<file path="src/rtl/unit_hazard_pkg.sv">
// Shared pipeline-control definitions: debug FSM encoding and register-address width.
// Also imported by the forwarding unit and the pipeline registers.
package unit_hazard_pkg;
  localparam int NB_REG = 5;

  typedef enum logic [1:0] {
    ST_RUN    = 2'b00,
    ST_HALTED = 2'b01,
    ST_STEP   = 2'b10
  } state_e;
endpackage

</file>
<file path="src/rtl/unit_hazard_match.sv">
// Combinational hit test of one producer destination against the ID-stage sources.
// Register 0 is hardwired to zero and never creates a dependency.
module unit_hazard_match #(
  parameter int NB_REG = 5
) (
  input  logic [NB_REG-1:0] dest,
  input  logic [NB_REG-1:0] rs,
  input  logic [NB_REG-1:0] rt,
  input  logic              uses_rt,
  output logic              hit
);
  assign hit = (dest != '0) && ((dest == rs) || (uses_rt && (dest == rt)));
endmodule

</file>
<file path="src/rtl/unit_hazard.sv">
// Stall controller: load-use / ID-branch hazards, data-memory freeze,
// debug halt/step FSM and a saturating stall-cycle counter.
module unit_hazard #(
  parameter int NB_REG = 5,
  parameter int NB_CNT = 16
) (
  input  logic              clk_i,
  input  logic              rst_n_i,
  input  logic [NB_REG-1:0] IF_ID_rs_i,
  input  logic [NB_REG-1:0] IF_ID_rt_i,
  input  logic              ID_uses_rt_i,
  input  logic              ID_branch_i,
  input  logic              ID_EX_mem_read_i,
  input  logic              ID_EX_reg_write_i,
  input  logic [NB_REG-1:0] ID_EX_write_reg_i,
  input  logic              EX_MEM_mem_read_i,
  input  logic [NB_REG-1:0] EX_MEM_write_reg_i,
  input  logic              dmem_busy_i,
  input  logic              halt_i,
  input  logic              run_i,
  input  logic              step_i,
  output logic              pc_write_o,
  output logic              IF_ID_write_o,
  output logic              ID_EX_flush_o,
  output logic              pipe_enable_o,
  output logic              halted_o,
  output logic [NB_CNT-1:0] stall_count_o
);
  import unit_hazard_pkg::*;

  localparam int N_MATCH = 3;

  // Slot 0: load-use on EX, slot 1: branch on EX, slot 2: branch on MEM load.
  logic [N_MATCH-1:0][NB_REG-1:0] dest;
  logic [N_MATCH-1:0]             hit;
  logic                           load_use, branch_haz, hazard;
  state_e                         state, state_nxt;

  assign dest = {EX_MEM_write_reg_i, ID_EX_write_reg_i, ID_EX_write_reg_i};

  for (genvar g = 0; g < N_MATCH; g++) begin : g_match
    unit_hazard_match #(.NB_REG(NB_REG)) u_match (
      .dest    (dest[g]),
      .rs      (IF_ID_rs_i),
      .rt      (IF_ID_rt_i),
      .uses_rt (ID_uses_rt_i),
      .hit     (hit[g])
    );
  end

  assign load_use   = ID_EX_mem_read_i & hit[0];
  assign branch_haz = ID_branch_i & ((ID_EX_reg_write_i & hit[1]) | (EX_MEM_mem_read_i & hit[2]));
  assign hazard     = load_use | branch_haz;

  always_ff @(posedge clk_i or negedge rst_n_i) begin
    if (!rst_n_i) state <= ST_RUN;
    else          state <= state_nxt;
  end

  always_comb begin
    state_nxt     = state;
    pc_write_o    = 1'b1;
    IF_ID_write_o = 1'b1;
    ID_EX_flush_o = 1'b0;
    pipe_enable_o = 1'b1;
    halted_o      = 1'b0;
    if (state == ST_HALTED) begin
      pc_write_o    = 1'b0;
      IF_ID_write_o = 1'b0;
      pipe_enable_o = 1'b0;
      halted_o      = 1'b1;
      if (run_i)       state_nxt = ST_RUN;
      else if (step_i) state_nxt = ST_STEP;
    end else begin
      // Memory wait freezes everything in place; a bubble here would lose the instruction in EX.
      if (dmem_busy_i) begin
        pc_write_o    = 1'b0;
        IF_ID_write_o = 1'b0;
        pipe_enable_o = 1'b0;
      end else if (hazard) begin
        pc_write_o    = 1'b0;
        IF_ID_write_o = 1'b0;
        ID_EX_flush_o = 1'b1;
      end
      case (state)
        ST_RUN:  if (halt_i) state_nxt = ST_HALTED;
        ST_STEP: if (!dmem_busy_i) state_nxt = ST_HALTED;
        default: state_nxt = ST_RUN;
      endcase
    end
  end

  always_ff @(posedge clk_i or negedge rst_n_i) begin
    if (!rst_n_i)
      stall_count_o <= '0;
    else if ((state != ST_HALTED) && !pc_write_o && !(&stall_count_o))
      stall_count_o <= stall_count_o + NB_CNT'(1);
  end
endmodule
</file>
<file path="config.mk">
export PLATFORM = sky130hd
export DESIGN_NAME = unit_hazard
export DESIGN_NICKNAME = d
export VERILOG_FILES = /design/src/rtl/unit_hazard_pkg.sv /design/src/rtl/unit_hazard_match.sv /design/src/rtl/unit_hazard.sv
export SDC_FILE = /design/constraint.sdc
export NUM_CORES = 1
export LEC_CHECK = 0
export ABC_AREA = 1
export CORE_AREA = 3 3 69 65
export CTS_CLUSTER_DIAMETER = 120
export CTS_CLUSTER_SIZE = 10
export DETAILED_ROUTE_END_ITERATION = 8
export DIE_AREA = 0 0 72 68
export HOLD_SLACK_MARGIN = 0.12
export PLACE_DENSITY = 0.79
export REMOVE_ABC_BUFFERS = 1
export SETUP_SLACK_MARGIN = 0.5
export SKIP_CTS_REPAIR_TIMING = 1
export SLEW_MARGIN = 20
export SYNTH_ARGS = -nofsm -noshare
export SYNTH_HDL_FRONTEND = slang
export SYNTH_SLANG_ARGS = --single-unit
</file>
<file path="constraint.sdc">
create_clock -name clk_i -period 1.5 [get_ports clk_i]
set_input_delay 0.225 -clock clk_i [delete_from_list [all_inputs] [get_ports clk_i]]
set_output_delay 0.225 -clock clk_i [all_outputs]
set_load 0.1 [all_outputs]
</file>
Yosys cells after proc, flatten, opt, wreduce, memory -nomap -nowiden:

Cells that the tools add are included.

* bitwise logic cells: 6
* mux-type cells: 15
* add/sub/neg operators: 1
* equality and inequality tests: 10
* reductions and logical operators: 15

Operator list (number)
* 5-bit equality test: 4
* 16-bit by 1-bit adder with 16-bit output, second input constant: 1
* 16-bit AND reduction: 1
* 2-bit two-way mux: 5
* 5-bit nonzero test: 2
* 1-bit two-way mux: 9
* 3-bit inequality test, second input constant: 3
* 1-bit logical AND: 6
* 1-bit AND: 4
* 2-bit one-hot mux with 2 select lines: 1
* 3-bit AND reduction: 1
* 2-bit by 1-bit equality test with 1-bit output, second input constant: 1
* 2-bit equality test, second input constant: 1
* 1-bit zero test: 2
* 2-bit zero test: 1
* 1-bit logical OR: 2
* 2-bit by 1-bit inequality test with 1-bit output, second input constant: 1
* 1-bit OR: 2

* bits in registers: 18
* output and inout port bits: 21
* bits of input ports: 31
* logic and storage cells: 49

Logic depth before layout (Yosys ltp):

* depth after elaboration: 14
* gate-level depth with buffers: 12
* gate-level depth less buffers: 11

Modules after synthesis:

From an unflattened synthesis, not the netlist that was laid out.

* cells, all modules: 331
* area total of the unflattened synthesis: 1831.8 µm²

By module, submodules not included
* unit_hazard: sequential area each 450.4 µm², times used 1, cells an instance 181, area each 1234.9 µm²
* unit_hazard_match: sequential area each 0.0 µm², times used 3, cells an instance 50, area each 198.9 µm²

Worst setup path after synthesis:

OpenSTA, ideal clock, no wires.

* path kind: register to output
* start point: register state[0]
* end point: output port ID_EX_flush_o
* buffers on the path: 0
* path slack: -3.257 ns
* required time: 1.275 ns
* arrival: 4.532 ns
* cell stages (with the launch flop): 5
* path through: dfrtp_1 inv_1 nor2_1 nor2_1 a21boi_0

* cells in the longest elaborated chain, start to end: 2

RTL lines
* start: declaration: RTL line unit_hazard.sv:37 `state_e state, state_nxt;`
* start signal: assignment: RTL line unit_hazard.sv:57 `else state <= state_nxt;`
* 2-bit by 1-bit equality test with 1-bit output: RTL line unit_hazard.sv:67 `if (state == ST_HALTED) begin`
* 1-bit two-way mux: RTL line unit_hazard.sv:67
* end: declaration: RTL line unit_hazard.sv:24 `output logic ID_EX_flush_o,`

Every way passes these cells.

Final worst setup path:

* start point: register stall_count_o[15]
* end point: register stall_count_o[6]

* cells in the longest elaborated chain, start to end: 3

RTL lines
* start: declaration: RTL line unit_hazard.sv:27 `output logic [NB_CNT-1:0] stall_count_o`
* start signal: assignment: RTL line unit_hazard.sv:97 `stall_count_o <= stall_count_o + NB_CNT'(1);`
* 16-bit AND reduction: RTL line unit_hazard.sv:96 `else if ((state != ST_HALTED) && !pc_write_o && !(&stall_count_o))`
* 1-bit zero test: RTL line unit_hazard.sv:96
* 1-bit logical AND: RTL line unit_hazard.sv:96

Every way passes these cells.
A chain may end at the register's enable or synchronous reset.

==> summary.md <==
| Metric | Value |
|---|---|
| Reg2reg end | `stall_count_o[6]$_DFFE_PN0P_` |
| Die Y | `68 µm` |
| Via count | `2123` |
| Grt ovf | `0` |
| Worst reg2reg path startpoint | `stall_count_o[15]$_DFFE_PN0P_` |
| Hold Path Class | `input port to asynchronous set/reset pin` |
| Io pins | `52` |
| Layout Utilization | `79.3%` |
| Total global-route track usage | `21.0%` |
| Status | `finished with violations` |
| GP Congestion | `0.938` |
| Hold_ws | `0.332 ns` |
| Area of the core | `0.00376 mm²` |
| WP buf/inv | `2` |
| Cells after Synth | `258` |
| Synthesis Warnings | `0` |
| Post-DRT Antenna Nets | `0` |
| Die width | `72 µm` |
| Post-layout net count | `387` |
| Multi-input gate area | `0.00109 mm²` |
| Peak VDD IR | `0.00142 V` |
| Fin crit period | `1.63 ns` |
| Die area | `0.00490 mm²` |
| CP startpoint kind | `register` |
| Crit share post-route | `109%` |
| Inserted Clock Buffers | `3` |
| Clock tree root driver cell | `clkbuf_8` |
| Largest buffer count on any clock path | `2` |
| Reg area | `453 µm²` |
| Final hold violations | `0` |
| Critical Path RT | `1.65 ns` |
| Total Wirelength | `6130 µm` |
| Flop2flop setup slack | `-0.13 ns` |
| Hpwl dp | `3930 µm` |
| Post-Syn Area | `0.00158 mm²` |
| Worst Setup End Kind | `register` |
| Critical Path Fanout Max | `8` |
| Fmax | `613 MHz` |
| Count of final setup violators | `20` |
| Skew final | `0.00161 ns` |
| N_diodes | `0` |
| RSZ-0062 raised after global routing | `true` |
| Sequential cell area fraction in the yosys report | `28.6%` |
| Iteration-0 DRC count of the detailed router | `229` |
| Failing checks | `negative setup slack` |
| IO buf count | `51` |
| CP Depth | `6` |
| DR WL/cell | `15.3 µm` |
| Critical path type | `register to register` |
| Initial antenna violation count | `0` |
| Worst EP arrival | `1.78 ns` |
| Maxcap violations | `0` |
| Worst skew pair latency | `0.26 ns` |
| Setup crit end | `stall_count_o[6]$_DFFE_PN0P_` |
| Clock sink total | `18` |
| PwrDens | `1180 mW/mm²` |
| Worst Tran Pin Value | `0.361 ns` |
| Synth-to-layout area growth | `89.2%` |
| Distinct cell type count after synthesis | `27` |
| CP delay by family, top | `simple AND/OR/NAND/NOR gates` |
| Vias in the first global route | `1861` |
| Fin. max-slew vios | `0` |
| DR pass1 iterations | `5` |
| Htree depth | `1` |
| Row cnt | `21` |
| DRC violations left | `0` |
| Global-route wire length before repair | `8000 µm` |
| Slowest cell on crit path | `dfrtp_1` |
| Reg2Reg Depth | `6` |
| Share of cells above drive strength 1 | `46.0%` |
| CTS tree | `done` |
| Cell leakage power | `1.54 nW` |
| #FFs+latches synth | `18` |
| Largest net degree at the start of global routing | `23` |
| Crit path cell chain | `inv_1 > nor3_1 > nand4_2 > buf_4 > nand4_1 > nand2_1` |
| Crit path from | `stall_count_o[15]$_DFFE_PN0P_` |
| Final Worst Setup Slack | `-0.131 ns` |
| Fill cells | `219` |
| Post-DR vias/cell | `5.31` |
| Starting density of the core | `41.9%` |
| CTS clk-pin slew, worst paths | `0.07 ns` |
| Max_slew headroom | `75.7%` |
| Avg Cell Area, Syn | `6.11 µm²` |
| Biggest cell delay along the critical path | `0.38 ns` |
-- logic make-up after synthesis --
group | share of synthesized area (%)
simple gates | 49.6
buf+inv | 11.8
flops | 28.6
xor+xnor | 6.12
compound gates | 3.18
fa+ha+maj | 0.794
-- area by class of cell --
type	count	area share [%]
repair buffers	99	38.9
multi-input cells	195	36.5
flip-flops and latches	18	15.2
inverters	38	5.63
well taps	46	1.93
clock buffers	4	1.85
-- layer usage --
metal | GRT usage [%] | routed length (µm)
met5 | 0 | 0
met4 | 8.45 | 133
met3 | 4.26 | 350
met2 | 36.2 | 3330
met1 | 25.7 | 2310
-- worst reg2reg max path, stage by stage, from the launching register on --
cell and delay (ns):
dfrtp_1 0.38, inv_1 0.09, nor3_1 0.35, nand4_2 0.30, buf_4 0.25, nand4_1 0.10, nand2_1 0.06
-- cell usage in the layout (no fill, tap or decap), drive strengths merged, types with 6 or more instances in the layout --
cell / netlist / routed
nand2: 102 / 102
buf: 7 / 87
inv: 38 / 38
nor2: 27 / 27
nand4: 18 / 18
dfrtp: 18 / 18
nand3: 18 / 18
nor3: 7 / 7
xor2: 6 / 6
dlymetal6s2s: 0 / 6
clkbuf: 0 / 6
-- cell usage after synthesis (all sizes together) --
library cell  number  area (µm²)
a21boi             1        7.51
a21oi              2        10.0
buf                7        42.5
dfrtp             18         450
ha                 1        12.5
inv               38         143
nand2            102         390
nand3             18         100
nand3b             1        7.51
nand4             18         119
nor2              27         106
nor3               7        51.3
o21ai              5        25.0
o21bai             1        7.51
or2                1        6.26
xnor2              5        43.8
xor2               6        52.6
-- worst min path at each step --
stage | from | to | slack, ns | cells past startpoint
finish | rst_n_i | stall_count_o[14]$_DFFE_PN0P_ | 0.33 | 2
global route | rst_n_i | stall_count_o[14]$_DFFE_PN0P_ | 0.34 | 2
detailed placement | state[0]$_DFFE_PN0P_ | state[0]$_DFFE_PN0P_ | 0.51 | 1
CTS | rst_n_i | stall_count_o[2]$_DFFE_PN0P_ | 0.29 | 2
global placement | state[0]$_DFFE_PN0P_ | state[0]$_DFFE_PN0P_ | 0.48 | 1
floorplan | rst_n_i | stall_count_o[0]$_DFFE_PN0P_ | -0.07 | 0
-- registers in the layout, summed over array words and instances (netlist names) --
| name | flops |
|---|---|
| state | 2 |
| stall_count_o | 16 |
-- report_power, final --
part / internal (W) / switching [W]
Combinational: 0.000949 / 0.00152
Clock: 0.000234 / 0.000170
Sequential: 0.000574 / 0.0000844
-- stage by stage --
stage	instance area [µm²]	power, W	std cells	setup slack [ns]	setup TNS [ns]
2_1_floorplan	1530	0.00189	251	-3.26	-36.59
3_3_place_gp	2570	0.00281	383	-0.544	-8.95
3_5_place_dp	2570	0.00285	383	-0.574	-9.44
4_1_cts	2630	0.00326	387	-0.590	-5.14
5_1_grt	2980	0.00367	400	-0.249	-3.60
6_report	2980	0.00353	400	-0.131	-1.86
(Power assumes the default switching activity.)
